--- config.mk ---
export PLATFORM = sky130hd
export DESIGN_NAME = ex_stage
export DESIGN_NICKNAME = d
export VERILOG_FILES = /design/src/rtl/ex_stage.sv
export SDC_FILE = /design/constraint.sdc
export NUM_CORES = 1
export LEC_CHECK = 0
export ABC_CLOCK_PERIOD_IN_PS = 11300
export BUFFER_PORTS_ARGS = -buffer_cell sky130_fd_sc_hd__buf_2
export CORE_MARGIN = 10
export CORE_UTILIZATION = 40
export DETAILED_ROUTE_END_ITERATION = 8
export PLACE_DENSITY = 0.68
export SYNTH_ARGS = -nofsm -noshare
export SYNTH_HDL_FRONTEND = slang
export SYNTH_SLANG_ARGS = --single-unit
export TNS_END_PERCENT = 1
--- constraint.sdc ---
create_clock -name vclk -period 11.3
set_input_delay 1.13 -clock vclk [all_inputs]
set_output_delay 1.13 -clock vclk [all_outputs]
set_load 0.01 [all_outputs]
--- src/rtl/ex_stage.sv ---
// rtl/ex_stage.sv - RV32 execute stage: forwarding, ALU, optional iterative divider (EX_STAGE_DIV_EN)
package ex_stage_pkg;
    localparam int EX_XLEN = 32;

    localparam logic [3:0] ALU_ADD   = 4'd0;
    localparam logic [3:0] ALU_SUB   = 4'd1;
    localparam logic [3:0] ALU_AND   = 4'd2;
    localparam logic [3:0] ALU_OR    = 4'd3;
    localparam logic [3:0] ALU_XOR   = 4'd4;
    localparam logic [3:0] ALU_SLT   = 4'd5;
    localparam logic [3:0] ALU_SLTU  = 4'd6;
    localparam logic [3:0] ALU_SLL   = 4'd7;
    localparam logic [3:0] ALU_SRL   = 4'd8;
    localparam logic [3:0] ALU_SRA   = 4'd9;
    localparam logic [3:0] ALU_PASSB = 4'd10;

    typedef struct packed {
        logic [EX_XLEN-1:0] RD1;
        logic [EX_XLEN-1:0] RD2;
        logic [4:0]         Rd;
        logic [4:0]         Rs1;
        logic [4:0]         Rs2;
        logic [2:0]         funct3;
        logic [3:0]         ALUControl;
        logic               ALUSrc;
        logic               DivOp;
        logic               RegWrite;
        logic               MemWrite;
        logic [1:0]         ResultSrc;
        logic [EX_XLEN-1:0] PC;
        logic [EX_XLEN-1:0] PCPlus4;
        logic [EX_XLEN-1:0] ImmExt;
    } idex_t;

    typedef struct packed {
        logic [EX_XLEN-1:0] ALUResult;
        logic [EX_XLEN-1:0] WriteData;
        logic [4:0]         Rd;
        logic [2:0]         funct3;
        logic               RegWrite;
        logic               MemWrite;
        logic [1:0]         ResultSrc;
        logic [EX_XLEN-1:0] PCPlus4;
    } exmem_t;
endpackage

module ex_stage
    import ex_stage_pkg::*;
#(
    parameter int XLEN       = EX_XLEN,
    parameter int DIV_CYCLES = XLEN
) (
    input  logic            clk,
    input  logic            reset,
    input  idex_t           inputs,
    input  logic            FlushE,
    input  logic [1:0]      ForwardAE,
    input  logic [1:0]      ForwardBE,
    input  logic [XLEN-1:0] ResultW,
    input  logic [XLEN-1:0] ALUResultM,
    output exmem_t          outputs,
    output logic            DivBusyE,
    output logic [4:0]      Rs1E,
    output logic [4:0]      Rs2E,
    output logic [4:0]      RdE
);
    localparam int SHW = $clog2(XLEN);

    logic [XLEN-1:0] fwd_a, fwd_b, src_a, src_b, alu_res, div_result;
    logic            div_busy, squash;
    logic            unused_pc;

    // operand forwarding: 01 takes writeback, 10 takes the memory-stage ALU result
    always_comb begin
        case (ForwardAE)
            2'b01:   fwd_a = ResultW;
            2'b10:   fwd_a = ALUResultM;
            default: fwd_a = inputs.RD1;
        endcase
        case (ForwardBE)
            2'b01:   fwd_b = ResultW;
            2'b10:   fwd_b = ALUResultM;
            default: fwd_b = inputs.RD2;
        endcase
    end

    assign src_a = fwd_a;
    assign src_b = inputs.ALUSrc ? inputs.ImmExt : fwd_b;

    // single-cycle integer ALU
    always_comb begin
        case (inputs.ALUControl)
            ALU_ADD:   alu_res = src_a + src_b;
            ALU_SUB:   alu_res = src_a - src_b;
            ALU_AND:   alu_res = src_a & src_b;
            ALU_OR:    alu_res = src_a | src_b;
            ALU_XOR:   alu_res = src_a ^ src_b;
            ALU_SLT:   alu_res = {{(XLEN-1){1'b0}}, $signed(src_a) < $signed(src_b)};
            ALU_SLTU:  alu_res = {{(XLEN-1){1'b0}}, src_a < src_b};
            ALU_SLL:   alu_res = src_a << src_b[SHW-1:0];
            ALU_SRL:   alu_res = src_a >> src_b[SHW-1:0];
            ALU_SRA:   alu_res = $signed(src_a) >>> src_b[SHW-1:0];
            ALU_PASSB: alu_res = src_b;
            default:   alu_res = '0;
        endcase
    end

`ifdef EX_STAGE_DIV_EN
    // funct3: bit1 selects remainder, bit0 selects unsigned
    localparam int CW = (DIV_CYCLES > 1) ? $clog2(DIV_CYCLES) : 1;
    typedef enum logic [1:0] {S_IDLE, S_DIV, S_DONE} state_t;

    state_t          state_q;
    logic [CW-1:0]   cnt_q;
    logic [XLEN-1:0] quot_q, rem_q, dvsr_q;
    logic            q_neg_q, r_neg_q, is_rem_q;

    logic            is_rem, is_uns, a_neg, b_neg, div_zero, div_ovf, start, qbit;
    logic [XLEN-1:0] a_abs, b_abs, rem_next, quot_next;
    logic [XLEN:0]   shifted, diff;

    assign is_rem   = inputs.funct3[1];
    assign is_uns   = inputs.funct3[0];
    assign a_neg    = !is_uns && src_a[XLEN-1];
    assign b_neg    = !is_uns && src_b[XLEN-1];
    assign a_abs    = a_neg ? -src_a : src_a;
    assign b_abs    = b_neg ? -src_b : src_b;
    assign div_zero = inputs.DivOp && (src_b == '0);
    assign div_ovf  = inputs.DivOp && !is_uns && (src_a == {1'b1, {(XLEN-1){1'b0}}}) && (src_b == '1);
    assign start    = inputs.DivOp && !div_zero && !div_ovf;

    // one restoring step: shift the next dividend bit into the partial remainder, subtract if it fits
    assign shifted   = {rem_q, quot_q[XLEN-1]};
    assign diff      = shifted - {1'b0, dvsr_q};
    assign qbit      = !diff[XLEN];
    assign rem_next  = qbit ? diff[XLEN-1:0] : shifted[XLEN-1:0];
    assign quot_next = {quot_q[XLEN-2:0], qbit};

    // divider FSM; a flush or reset abandons any divide in flight
    always_ff @(posedge clk or posedge reset) begin
        if (reset) begin
            state_q  <= S_IDLE;
            cnt_q    <= '0;
            quot_q   <= '0;
            rem_q    <= '0;
            dvsr_q   <= '0;
            q_neg_q  <= 1'b0;
            r_neg_q  <= 1'b0;
            is_rem_q <= 1'b0;
        end else if (FlushE) begin
            state_q <= S_IDLE;
            cnt_q   <= '0;
        end else begin
            case (state_q)
                S_IDLE: if (start) begin
                    quot_q   <= a_abs;
                    rem_q    <= '0;
                    dvsr_q   <= b_abs;
                    q_neg_q  <= a_neg ^ b_neg;
                    r_neg_q  <= a_neg;
                    is_rem_q <= is_rem;
                    cnt_q    <= CW'(DIV_CYCLES - 1);
                    state_q  <= S_DIV;
                end
                S_DIV: begin
                    quot_q <= quot_next;
                    rem_q  <= rem_next;
                    if (cnt_q == '0) state_q <= S_DONE;
                    else             cnt_q   <= cnt_q - 1'b1;
                end
                default: state_q <= S_IDLE;
            endcase
        end
    end

    // divide result and stall request; special cases resolve in IDLE without stalling
    always_comb begin
        div_result = '0;
        div_busy   = 1'b0;
        case (state_q)
            S_IDLE: begin
                if (div_zero)     div_result = is_rem ? src_a : '1;
                else if (div_ovf) div_result = is_rem ? '0 : src_a;
                else              div_busy   = inputs.DivOp;
            end
            S_DIV:  div_busy = 1'b1;
            S_DONE: div_result = is_rem_q ? (r_neg_q ? -rem_q : rem_q)
                                          : (q_neg_q ? -quot_q : quot_q);
            default: ;
        endcase
        if (reset || FlushE) div_busy = 1'b0;
    end
`else
    logic unused_div;
    assign unused_div = clk;
    assign div_result = '0;
    assign div_busy   = 1'b0;
`endif

    assign unused_pc = ^inputs.PC;
    assign squash    = div_busy || FlushE || reset;

    // memory-stage bundle; writes are suppressed while E is stalled or squashed
    always_comb begin
        outputs           = '0;
        outputs.ALUResult = inputs.DivOp ? div_result : alu_res;
        outputs.WriteData = fwd_b;
        outputs.Rd        = inputs.Rd;
        outputs.funct3    = inputs.funct3;
        outputs.RegWrite  = inputs.RegWrite && !squash;
        outputs.MemWrite  = inputs.MemWrite && !squash;
        outputs.ResultSrc = inputs.ResultSrc;
        outputs.PCPlus4   = inputs.PCPlus4;
    end

    assign DivBusyE = div_busy;
    assign Rs1E     = inputs.Rs1;
    assign Rs2E     = inputs.Rs2;
    assign RdE      = inputs.Rd;
endmodule

== Word level (Yosys, flattened, before mapping) ==
Cells that the tools add are included.

* Add/sub/neg operators: 2
* Shift operators: 3
* Bitwise gates (word level): 3
* Muxes and demuxes: 5
* Equal/unequal tests: 14
* Reduce and logical (&&, ||, !) cells: 5
* Magnitude comparators: 2

{| class="wikitable"
|+ Operators by type and width
! operator !! count
|-
| $pmux 32 s11 || 1
|-
| $pmux 32 s2 || 2
|-
| $lt 32x32->1 || 2
|-
| $mux 32 || 2
|-
| $add 32x32->32 || 1
|-
| $and 32x32->32 || 1
|-
| $or 32x32->32 || 1
|-
| $shl 32x5->32 || 1
|-
| $shr 32x5->32 || 1
|-
| $sshr 32x5->32 || 1
|-
| $sub 32x32->32 || 1
|-
| $xor 32x32->32 || 1
|-
| $eq 4x3->1 const B || 4
|-
| $eq 4x4->1 const B || 3
|-
| $eq 4x2->1 const B || 2
|-
| $eq 2x1->1 const B || 2
|-
| $eq 2x2->1 const B || 2
|-
| $eq 4x1->1 const B || 1
|-
| $logic_not 4->1 || 1
|-
| $logic_and 1x1->1 || 2
|-
| $logic_not 1->1 || 1
|-
| $logic_or 1x1->1 || 1
|}

* Bits of input ports: 259
* Register bits: 0

== Logic depth before layout (Yosys ltp) ==
* Word-level depth: 6
* Mapped depth: 21

== Worst setup path after synthesis ==
OpenSTA, ideal clock, no wires.

* Path kind: input to output
* Start: input ForwardBE[0]
* End: output outputs[92] in the netlist's numbering
* Cell stages on the path: 19
* Arrival time: 5.141 ns
* Path slack: 5.029 ns
* Required time: 10.170 ns
* Cell sequence: inv_1 ha_1 buf_2 buf_1 buf_1 clkbuf_1 a21oi_1 o21ai_0 ha_1 clkbuf_1 nand2b_1 a211oi_1 o311ai_1 nand2_1 a21o_1 a2111oi_2 nor4_1 or3_1 a21oi_1

{| class="wikitable"
|+ RTL lines
! item !! RTL line !! source
|-
| start, declared || 58 || <nowiki>input logic [1:0] ForwardBE,</nowiki>
|-
| end, declared || 61 || <nowiki>output exmem_t outputs,</nowiki>
|}

==> run metrics <==
outcome finished clean; Worst Max-Slew Pin Slew 1250 ps; Setup CP Type input port to output pin; PD cells 90.5 nW/um^2; sw power 0.728 mW; CP top delay family compound AO/OA/AOI/OAI gates; Critical Path Source Type input port; largest net degree at the start of global routing 68; Syn Nets 2119; Die Area 35400 um^2; Post-Synth Adder-Cell Area 0.124; P&R area growth vs syn 8.03%; hpwl dp 45600 um; Comb power frac 1.000; sequential cell area fraction in the yosys report 0; Post-Syn Area 11300 um^2; overall die width 188 um; sequential power share 0; commonest non-fill, non-tap cell in the layout buf_2; GRT busiest layer met2; GR Layer Usage met1 0.393; slew margin rel. 0.155; nets@finish 2199; vias in the first global route 13700; unrepaired setup endpoints after global routing false; via count 14500; fin crit period 8320 ps; Synth Instances 1749; met2 Use GR 0.471; total track usage 0.298; Vias/cell 6.59; Compound-Gate Fraction of Synth Area 0.376; PostCTS Resize Cnt 0; Max Fclk 120 MHz; number of library cell types mapped by synthesis 84; Post-Route WL 57100 um; met3 Track Usage GR 0.0547; cell breakdown of the critical path buf_2 > inv_1 > ha_2 > buf_4 > or2_2 > o221ai_4 > buf_4 > inv_2 > ha_1 > inv_1 > fa_1 > o21bai_1 > a211o_1 > nand2_2 > o21ai_0 > a31o_2 > a211oi_1 > a2111oi_0 > nand2_1 > a31oi_1 > buf_2; crit path buf inv count 7; clock buffers 0; P_leak 5.64 nW; Required @ worst endpoint 10170 ps; slowest stage delay, CP 830 ps; post-synthesis xor/xnor area fraction 0.0170; largest family of logic cells by synthesized area compound AO/OA/AOI/OAI gates; Routed wire per std cell 25.9 um; number of routed nets with antenna violations 0; Initial Utilization 0.406; Ys Warns 0; ANT cells 0; Final Hold Fails 0; flip-flop and latch count 0; post-synthesis mux area share 0.154; crit path capture type output pin; initial antenna violation count 0; worst-path maximum fanout 67; die height 188 um; fraction of power spent switching nets 0.659; Finish-stage setup viols 0; clock share of power 0; peak supply drop 0.0475 mV; RD Place Congestion 1.02; total gr overflow 0; first-pass GRT wire length 84400 um; register area 0 um^2; cts hold-fix bufs 0; 1st-iter DRT viols 2080; Hold Crit Class input port to output pin; TritonRoute pass-1 iters 6; layout cells sized above 1 0.178; Final period util 0.737; non-filler instance count after layout 2205; cell internal pwr 0.377 mW; synthesized area per cell 6.46 um^2; Slew Limit Fails 0; post-synthesis simple-gate area fraction 0.190; IO Port Bufs 240; most frequent cells in the layout 240 x buf_2, 166 x nor2_1, 159 x a21oi_1, 155 x mux2i_1, 147 x nand2_1; DRC 0; dpl cells 2205; setup_tns 0 ps; Crit-path slowest cell a2111oi_0; max cap viols 0; Core Area 27900 um^2; Critical Path AT 7190 ps; fillers 3020; Setup Fix Bufs, Post-CTS 0; Site Rows 61; number of top-level pins 383
## kinds of logic after synthesis
family | Yosys count
compound gates | 643
xor+xnor | 22
fa+ha+maj | 111
buf+inv | 323
mux | 171
other cells | 1
simple gates | 478
## final cells by class
class / count / area (um^2) / area share
Multi-Input combinational cell: 1426 / 9810 / 0.804
Tap cell: 378 / 473 / 0.0387
Inverter: 129 / 484 / 0.0397
Timing Repair Buffer: 272 / 1440 / 0.118
## synth_stat cells, types with 14 or more instances
cell type  count  share of area
nor2_1       167          0.055
a21oi_1      159          0.070
mux2i_1      155           0.14
nand2_1      147          0.049
inv_1        122          0.041
o21ai_0      119          0.053
ha_1         109           0.12
buf_4         73          0.048
clkbuf_1      69          0.023
a22oi_1       63          0.042
nor3_1        44          0.019
a31oi_1       37          0.020
buf_2         33          0.015
o21ai_1       26          0.012
a211oi_1      25          0.017
o211ai_1      23          0.015
a221oi_1      22          0.017
nand3_1       22         0.0097
nand2b_1      21          0.012
xnor2_1       21          0.016
a221o_1       20          0.018
o22ai_1       20          0.011
buf_1         15         0.0050
mux2_2        14          0.014
## per-stage QoR
step / total power, mW / hold WS (ps) / worst slack, ps / utilization / cell area [um^2]
after floorplan: 0.766 / 2310 / 5030 / - / 11300
after global placement: 1.06 / 2260 / 3280 / 0.438 / 12200
after detailed placement: 1.06 / 2260 / 3200 / 0.438 / 12200
after CTS: 1.07 / 2260 / 3190 / 0.438 / 12200
after global routing: 1.18 / 2260 / 2790 / 0.438 / 12200
final: 1.10 / 2260 / 2980 / 0.438 / 12200
## power groups by stage
stage | registers, mW | logic [mW] | clock network (mW)
2_1_floorplan | 0 | 0.766 | 0
3_3_place_gp | 0 | 1.06 | 0
3_5_place_dp | 0 | 1.06 | 0
4_1_cts | 0 | 1.07 | 0
5_1_grt | 0 | 1.18 | 0
6_report | 0 | 1.10 | 0
## routing by layer
metal  vias to the layer above  part of all wire
met4                         0             0.042
met2                      1042              0.44
met1                      6827              0.41
met5                         -                 0
li1                       6526                 -
met3                       140              0.11
## final timing paths
path	cells after the start	end	startpoint	slack (ps)
worst min-delay path	0	RdE[3]	inputs[122]	2260
worst max-delay path	21	outputs[96]	ForwardBE[0]	2980
No activity file was read; power rests on OpenSTA's default activity.
